[src/rtl/yutorina_fetch.sv]
// ============================================================================
// Module   : yutorina_fetch
// Brief    : Instruction fetch stage with a one-entry skid buffer and flush discard.
// Revision : 1.0 - initial release
// ============================================================================
`default_nettype none

module yutorina_fetch #(
    parameter logic [29:0] RESET_PC = 30'h0000_0000,
    parameter logic [31:0] NOP_INSN = 32'h0000_0000
) (
    input  logic        clk,
    input  logic        rst,
    input  logic        stall,
    input  logic        flush,
    input  logic [29:0] new_pc,
    output logic        i_req,
    output logic [29:0] i_addr,
    input  logic        i_ack,
    input  logic [31:0] i_rdata,
    output logic        i_busy,
    output logic [29:0] if_pc,
    output logic [31:0] if_insn,
    output logic        if_en_
);

    localparam logic [0:0] FETCH   = 1'b0;
    localparam logic [0:0] DISCARD = 1'b1;

    logic [0:0]  state;
    logic [29:0] pc;
    logic [29:0] discard_addr;
    logic        buf_valid;
    logic [29:0] buf_pc;
    logic [31:0] buf_insn;
    logic        ack_ok;

    // DISCARD keeps the abandoned address on the bus so the request stays stable.
    assign i_req  = ~rst & (((state == FETCH) & ~buf_valid) | (state == DISCARD));
    assign i_addr = (state == DISCARD) ? discard_addr : pc;
    assign i_busy = i_req & ~i_ack;
    assign ack_ok = i_req & i_ack;

    always_ff @(posedge clk) begin
        if (rst) begin
            state        <= FETCH;
            pc           <= RESET_PC;
            discard_addr <= 30'h0;
            buf_valid    <= 1'b0;
            buf_pc       <= 30'h0;
            buf_insn     <= 32'h0;
            if_pc        <= 30'h0;
            if_insn      <= NOP_INSN;
            if_en_       <= 1'b1;
        end else if (flush) begin
            pc        <= new_pc;
            if_en_    <= 1'b1;
            if_insn   <= NOP_INSN;
            buf_valid <= 1'b0;
            if (state == FETCH && i_req && !i_ack) begin
                state        <= DISCARD;
                discard_addr <= pc;
            end else if (state == DISCARD && i_ack) begin
                state <= FETCH;
            end
        end else if (state == DISCARD) begin
            if (i_ack) begin
                state <= FETCH;
            end
        end else if (ack_ok) begin
            pc <= pc + 30'd1;
            if (stall) begin
                buf_valid <= 1'b1;
                buf_pc    <= pc;
                buf_insn  <= i_rdata;
            end else begin
                if_pc   <= pc;
                if_insn <= i_rdata;
                if_en_  <= 1'b0;
            end
        end else if (!stall) begin
            if (buf_valid) begin
                if_pc     <= buf_pc;
                if_insn   <= buf_insn;
                if_en_    <= 1'b0;
                buf_valid <= 1'b0;
            end else begin
                if_en_  <= 1'b1;
                if_insn <= NOP_INSN;
            end
        end
    end

endmodule

`default_nettype wire

[config.mk]
export PLATFORM = sky130hd
export DESIGN_NAME = yutorina_fetch
export DESIGN_NICKNAME = d
export VERILOG_FILES = /design/src/rtl/yutorina_fetch.sv
export SDC_FILE = /design/constraint.sdc
export NUM_CORES = 1
export LEC_CHECK = 0
export BUFFER_PORTS_ARGS = -buffer_cell sky130_fd_sc_hd__buf_2
export CAP_MARGIN = 0
export CORE_ASPECT_RATIO = 1.1
export CORE_UTILIZATION = 40
export CTS_BUF_LIST = sky130_fd_sc_hd__clkbuf_2 sky130_fd_sc_hd__clkbuf_4 sky130_fd_sc_hd__clkbuf_8
export DETAILED_ROUTE_END_ITERATION = 7
export PLACE_DENSITY_LB_ADDON = 0.3
export SLEW_MARGIN = 20
export SYNTH_ARGS = -nofsm -noshare
export SYNTH_HDL_FRONTEND = slang
export SYNTH_SLANG_ARGS = --single-unit
[constraint.sdc]
create_clock -name clk -period 2.4 [get_ports clk]
set_clock_uncertainty 0.05 [all_clocks]
set_input_delay 0.6 -clock clk [delete_from_list [all_inputs] [get_ports clk]]
set_output_delay 0.6 -clock clk [all_outputs]
set_load 0.03 [all_outputs]
==> impl_metrics.csv, run 1 <==
group,metric,value,unit
detailed_routing,drc,32,
cells_and_area,diodes,0,
clock_tree,clk_pin_slew,0.11,ns
critical_path,cp_top_family,"buffers and inverters",
timing,slew_violations,0,
grt,grt_pass1_vias,6769,
cells_and_area,final_util,0.4863,
power_and_ir_drop,p_leak,3.705,nW
logic_synthesis,seq_area_frac_synth,0.4588,
critical_path,r2r-start,"buf_valid",
logic_synthesis,synth_edf_count,0,
logic_synthesis,synth_top_area_share,0.4588,
logic_synthesis,yosys_warnings,0,
critical_path,path_class,"flip-flop to primary output",
logic_synthesis,synth.mux.area_fraction,0.04615,
place,gp_routability_congestion,0.7734,
critical_path,worst_setup_path_end_kind,"primary output",
logic_synthesis,synth-async-reset-ratio,0,
timing,tightestPinTransition,0.9467,ns
place,port_buffers,161,
timing,period_needed,2.316,ns
grt,grt_max_degree,88,
grt,grt_util_all_layers,0.2081,
timing,fmax,0.4318,GHz
cells_and_area,fin_nets,1224,
die,die-area,20980,sq um
logic_synthesis,ys_top_cells_by_count,"nand2_1, dfxtp_1, a21oi_1",
logic_synthesis,synth_fa_ha_area_frac,0.001533,
logic_synthesis,syn_inst,1040,
hold_path,hold_path_startpoint,"new_pc[7]",
critical_path,slowest_delay,0.39,ns
cells_and_area,fill_cells,1976,
hold_path,hold_depth,3,
timing,finalCritPeriodShare,0.9649,
logic_synthesis,synth_top_family_by_area,"simple AND/OR/NAND/NOR gates",
critical_path,timing.rr.end,"if_pc[11]",
critical_path,r2r_slack,0.20,ns
detailed_routing,drt_first_pass_iters,7,
logic_synthesis,synth.distinct_cells,35,
logic_synthesis,ys.flop_type,"dfxtp_1",
die,start_util,0.4094,
timing,finalHoldViolCount,0,
clock_tree,root_buffer,"clkbuf_8",
critical_path,start_kind,"flip-flop",
die,ioPinCount,162,
critical_path,r2r_cells,6,
timing,timing.hold.ws,0.3164,ns
logic_synthesis,synth_compound_area_frac,0.1641,
detailed_routing,drt-wirelength-per-cell,15.22,um
clock_tree,postCtsSetupBuffers,0,
flow_run,drv_cap,0,
cells_and_area,syn2layout_area_growth,18.77,%
detailed_routing,drt_iter0_drc,562,
timing,setup_viol,0,
critical_path,crit_chain,"buf_6 -> mux2_2 -> buf_2",
cells_and_area,drive_above_1_share,0.2293,
detailed_routing,vias_per_cell,5.170,
detailed_routing,wl,21620,um
detailed_routing,vias,7347,
clock_tree,tritoncts,"yes",
grt,grt_pass1_wl,35380,um
clock_tree,clock_path_buffers,2,
die,coreArea,19930,sq um
grt,antenna_found_initial,0,
critical_path,critPathBufInv,2,
clock_tree,cts_buffers,17,
timing,maxSlewHeadroom,0.3689,
logic_synthesis,yosys_register_bits,187,
die,rows,54,
critical_path,cp.required,1.75,ns
critical_path,startpoint,"state",
status,violations,"DRC",
status,status,"finished, violations left",
logic_synthesis,synthXorXnorAreaFrac,0.02898,
hold_path,hold_end,"pc[7]",
logic_synthesis,synthesis.nets,1108,
hold_path,min-delay-path-class,"input port to flip-flop",
logic_synthesis,yosysMostFrequentCell,"nand2_1",
logic_synthesis,synthTopCellsByArea,"dfxtp_1, nand2_1, a21oi_1, a311oi_1, mux2_2",
logic_synthesis,synth_area,8160,sq um
critical_path,crit_path_max_fanout,21,
die,fp.dieW,138.2,um
grt,grt_overflow,0,
clock_tree,clock-sinks,187,
critical_path,crit_arrival,1.67,ns
clock_tree,clk_latency,0.46,ns
timing,rsz0062_at_grt,"no",
power_and_ir_drop,power-per-cell-area,658.2,nW/um^2
detailed_routing,antenna_left,0,
critical_path,cp_slowest_cell,"dfxtp_2",
power_and_ir_drop,vdd_drop_max,0.3316,mV
logic_synthesis,yosys.area_share.simple,0.2406,
logic_synthesis,syn_avg_cell_area,7.846,sq um
logic_synthesis,synth_top_area_cell,"dfxtp_1",
place,dp_hpwl,13990,um
clock_tree,h-tree-depth,4,
die,die_h,151.8,um
==> power breakdown <==
group	internal, mW	switching, mW
clock network	1.09	1.19
registers	3.20	0.0974
logic	0.282	0.523
total	4.57	1.81
==> repair_timing <==
item                                    4_1_cts  5_1_grt
endpoints found under the setup margin        2       12
gates resized for setup                       1        1
hold buffers                                  0        0
==> state kept, by name, summed over array words and instances, names as in the netlist <==
register,count
buf_insn,32
if_insn,32
buf_pc,30
discard_addr,30
if_pc,30
pc,30
buf_valid,1
if_en_,1
state,1
==> routing by layer <==
layer	routed length, um	vias to the layer above	global-route usage	part of all wire
li1	-	3736	-	-
met1	10380	3381	0.2878	0.48
met2	9817	211	0.3311	0.45
met3	1179	19	0.03656	0.055
met4	240	0	0.06153	0.011
met5	0	-	0	0
==> cell usage in the layout (no fill, tap or decap), types with 13 or more instances in the layout <==
| cell | count |
|---|---|
| a21oi_1 | 116 |
| a311oi_1 | 62 |
| buf_2 | 160 |
| buf_4 | 28 |
| clkbuf_8 | 18 |
| dfxtp_1 | 186 |
| inv_1 | 19 |
| mux2_2 | 29 |
| nand2_1 | 289 |
| nand3_1 | 46 |
| nand4_1 | 13 |
| nor2_1 | 75 |
| o21a_1 | 17 |
| xnor2_1 | 21 |
==> kinds of logic after synthesis <==
| group | count (synthesis) |
|---|---|
| XOR/XNOR | 27 |
| adder cells (fa/ha/maj) | 1 |
| AND/OR/NAND/NOR | 465 |
| buffers and inverters | 119 |
| flip-flops | 187 |
| multiplexers | 34 |
| AO/OA/AOI/OAI | 207 |
==> worst min-delay path, stage by stage <==
cell and delay, ns:
buf_2 0.08, mux2i_1 0.05, nor2_1 0.07
==> worst max path at each step <==
stage                       to  cells past startpoint  slack (ns)
global placement      if_pc[5]                      6       0.002
global route        i_addr[27]                      3        0.01
floorplan             if_pc[0]                      7        0.07
CTS                  i_addr[1]                      3       0.007
detailed placement   if_pc[11]                      6       -0.08
finish              i_addr[27]                      3        0.08
==> area by class of cell <==
type	instances	area, sq um	share of cell area
tap	252	315.3	0.03253
multi-input combinational	734	3953	0.4078
sequential	187	3745	0.3864
clock inverter	14	186.4	0.01924
inverter	19	71.32	0.007359
clock buffer	18	247.7	0.02556
timing repair buffer	197	1174	0.1211
==> metrics by stage <==
stage	instances	area (sq um)	setup slack (ns)	TNS, ns	power (mW)
floorplan	1040	8165	0.06828	0	3.888
global placement	1389	9250	0.001884	0	4.169
detailed placement	1389	9250	-0.07918	-0.9754	4.178
CTS	1421	9688	0.007499	0	6.436
global route	1421	9692	0.01191	0	6.645
finish	1421	9692	0.08429	0	6.379
Note: power is estimated with default switching activity, not from simulation.
==> inputs of run 2 (changes only) <==
==> constraint.sdc (replaced) <==
create_clock -name clk -period 2.05 [get_ports clk]
set_clock_uncertainty 0.05 [all_clocks]
set_input_delay 0.5125 -clock clk [delete_from_list [all_inputs] [get_ports clk]]
set_output_delay 0.5125 -clock clk [all_outputs]
set_load 0.03 [all_outputs]
==> impl_metrics.csv, run 2 (synthesis gave the netlist of run 1 again) <==
group,metric,value,unit
grt,grt_pass1_wl,36580,um
place,port_buffers,161,
cells_and_area,syn2layout_area_growth,25.99,%
die,ioPinCount,162,
clock_tree,clk_pin_slew,0.11,ns
cells_and_area,fin_nets,1262,
timing,fin_ws,-0.1202,ns
timing,rsz0062_at_grt,"yes",
timing,slew_violations,0,
clock_tree,clk_latency,0.47,ns
cells_and_area,mostFrequentLayoutCell,"nand2_1",
clock_tree,clock_path_buffers,2,
grt,antenna_found_initial,1,
hold_path,min-delay-path-class,"input port to flip-flop",
critical_path,r2r_cells,9,
cells_and_area,diodes,0,
die,rows,54,
timing,finalSetupTns,-2.713,ns
detailed_routing,drt_iter0_drc,552,
cells_and_area,fill_cells,1874,
clock_tree,clock-sinks,187,
power_and_ir_drop,p_leak,4.014,nW
place,pre_cts_ws,-0.2138,ns
power_and_ir_drop,vdd_drop_max,0.3867,mV
grt,grt_overflow,0,
timing,period_needed,2.170,ns
flow_run,drv_cap,0,
critical_path,worst_setup_path_end_kind,"primary output",
clock_tree,cts_buffers,17,
detailed_routing,drc,26,
die,die_h,151.8,um
die,start_util,0.4094,
hold_path,hold_depth,3,
timing,finalHoldViolCount,0,
status,violations,"DRC, setup timing",
grt,grt_pass1_vias,7011,
cells_and_area,layout_common_cells,"nand2_1, dfxtp_1, buf_2, a21oi_1, nor2_1",
detailed_routing,drt_first_pass_iters,8,
critical_path,path_class,"flip-flop to primary output",
die,fp.dieW,138.2,um
place,gp_routability_congestion,0.8016,
clock_tree,h-tree-depth,4,
clock_tree,tritoncts,"yes",
status,status,"finished, violations left",
cells_and_area,final_util,0.5158,
die,die-area,20980,sq um
critical_path,start_kind,"flip-flop",
cells_and_area,multiInputGateArea,4033,sq um
critical_path,cp.required,1.49,ns
clock_tree,cts_hold_buffers,0,
grt,grt_util_all_layers,0.2169,
detailed_routing,vias_per_cell,5.194,
place,dp_hpwl,14610,um
timing,fmax,0.4608,GHz
detailed_routing,drt-wirelength-per-cell,15.67,um
detailed_routing,vias,7578,
timing,setup_viol,29,
detailed_routing,antenna_left,0,
cells_and_area,largestRegisters,"buf_insn x32, if_insn x32",
clock_tree,root_buffer,"clkbuf_8",
cells_and_area,drive_above_1_share,0.2577,
cells_and_area,register_area,3749,sq um
detailed_routing,wl,22870,um
timing,maxSlewHeadroom,0.5194,
timing,tightestPinTransition,0.7210,ns
critical_path,crit_arrival,1.61,ns
timing,finalCritPeriodShare,1.059,
power_and_ir_drop,power-per-cell-area,722.2,nW/um^2
critical_path,crit_path_max_fanout,8,
grt,grt_max_degree,65,
die,coreArea,19930,sq um
[run 2: cell types whose count changed in the layout (fill, tap and decap cells not counted), moves of 4 or more]
cell | before | now
buf_12 | 7 | 11
buf_2 | 160 | 143
buf_4 | 28 | 55
buf_6 | 2 | 18
clkbuf_16 | 0 | 4
inv_6 | 2 | 6
mux2_2 | 29 | 15
mux2_4 | 0 | 14
[run 2: stage by stage]
stage	std cells	power [mW]	area, sq um	hold WS (ns)
2_1_floorplan	1040	4.555	8190	0.3829
3_3_place_gp	1416	4.923	9462	0.3878
3_5_place_dp	1416	4.933	9462	0.3964
4_1_cts	1453	7.458	10090	0.1967
5_1_grt	1459	7.757	10280	0.2016
6_report	1459	7.425	10280	0.2244
[run 2: area by class of cell]
| cell class | count | area share |
|---|---|---|
| clock buffer | 18 | 0.02410 |
| timing repair buffer | 235 | 0.1670 |
| sequential | 187 | 0.3646 |
| clock inverter | 14 | 0.01448 |
| multi-input combinational | 734 | 0.3922 |
| inverter | 19 | 0.006937 |
| tap | 252 | 0.03067 |
[run 2: path summary, 6_finish.rpt]
kind                  end  slack (ns)   startpoint
min          buf_insn[12]        0.22  i_rdata[12]
max            i_addr[28]       -0.12        state
min reg2reg    buf_pc[29]        0.41   buf_pc[29]
max reg2reg        pc[26]        0.04        state
[run 2: metal layers]
layer	GRT usage	part of all wire
met4	0.07972	0.018
met5	0	0.00035
met2	0.3550	0.47
met3	0.03656	0.058
met1	0.2874	0.45
[run 2: what timing repair did]
action | in CTS | in global routing
buffers inserted | 3 | 3
endpoints found under the setup margin | 61 | 64
gates cloned | 2 | 4
pin swaps | 2 | 6
hold endpoints to repair | 0 | 0
gates resized for setup | 53 | 20
[run 2: report_power, final]
group	leakage (nW)	switching (mW)	internal (mW)
logic	2.29	0.672	0.427
registers	1.52	0.0867	3.75
clock network	0.203	1.45	1.04
[run 2: critical path, stage by stage, from the launching register on]
cell and delay (ns):
dfxtp_4 0.39, buf_12 0.13, buf_12 0.14, mux2_4 0.33, buf_6 0.14
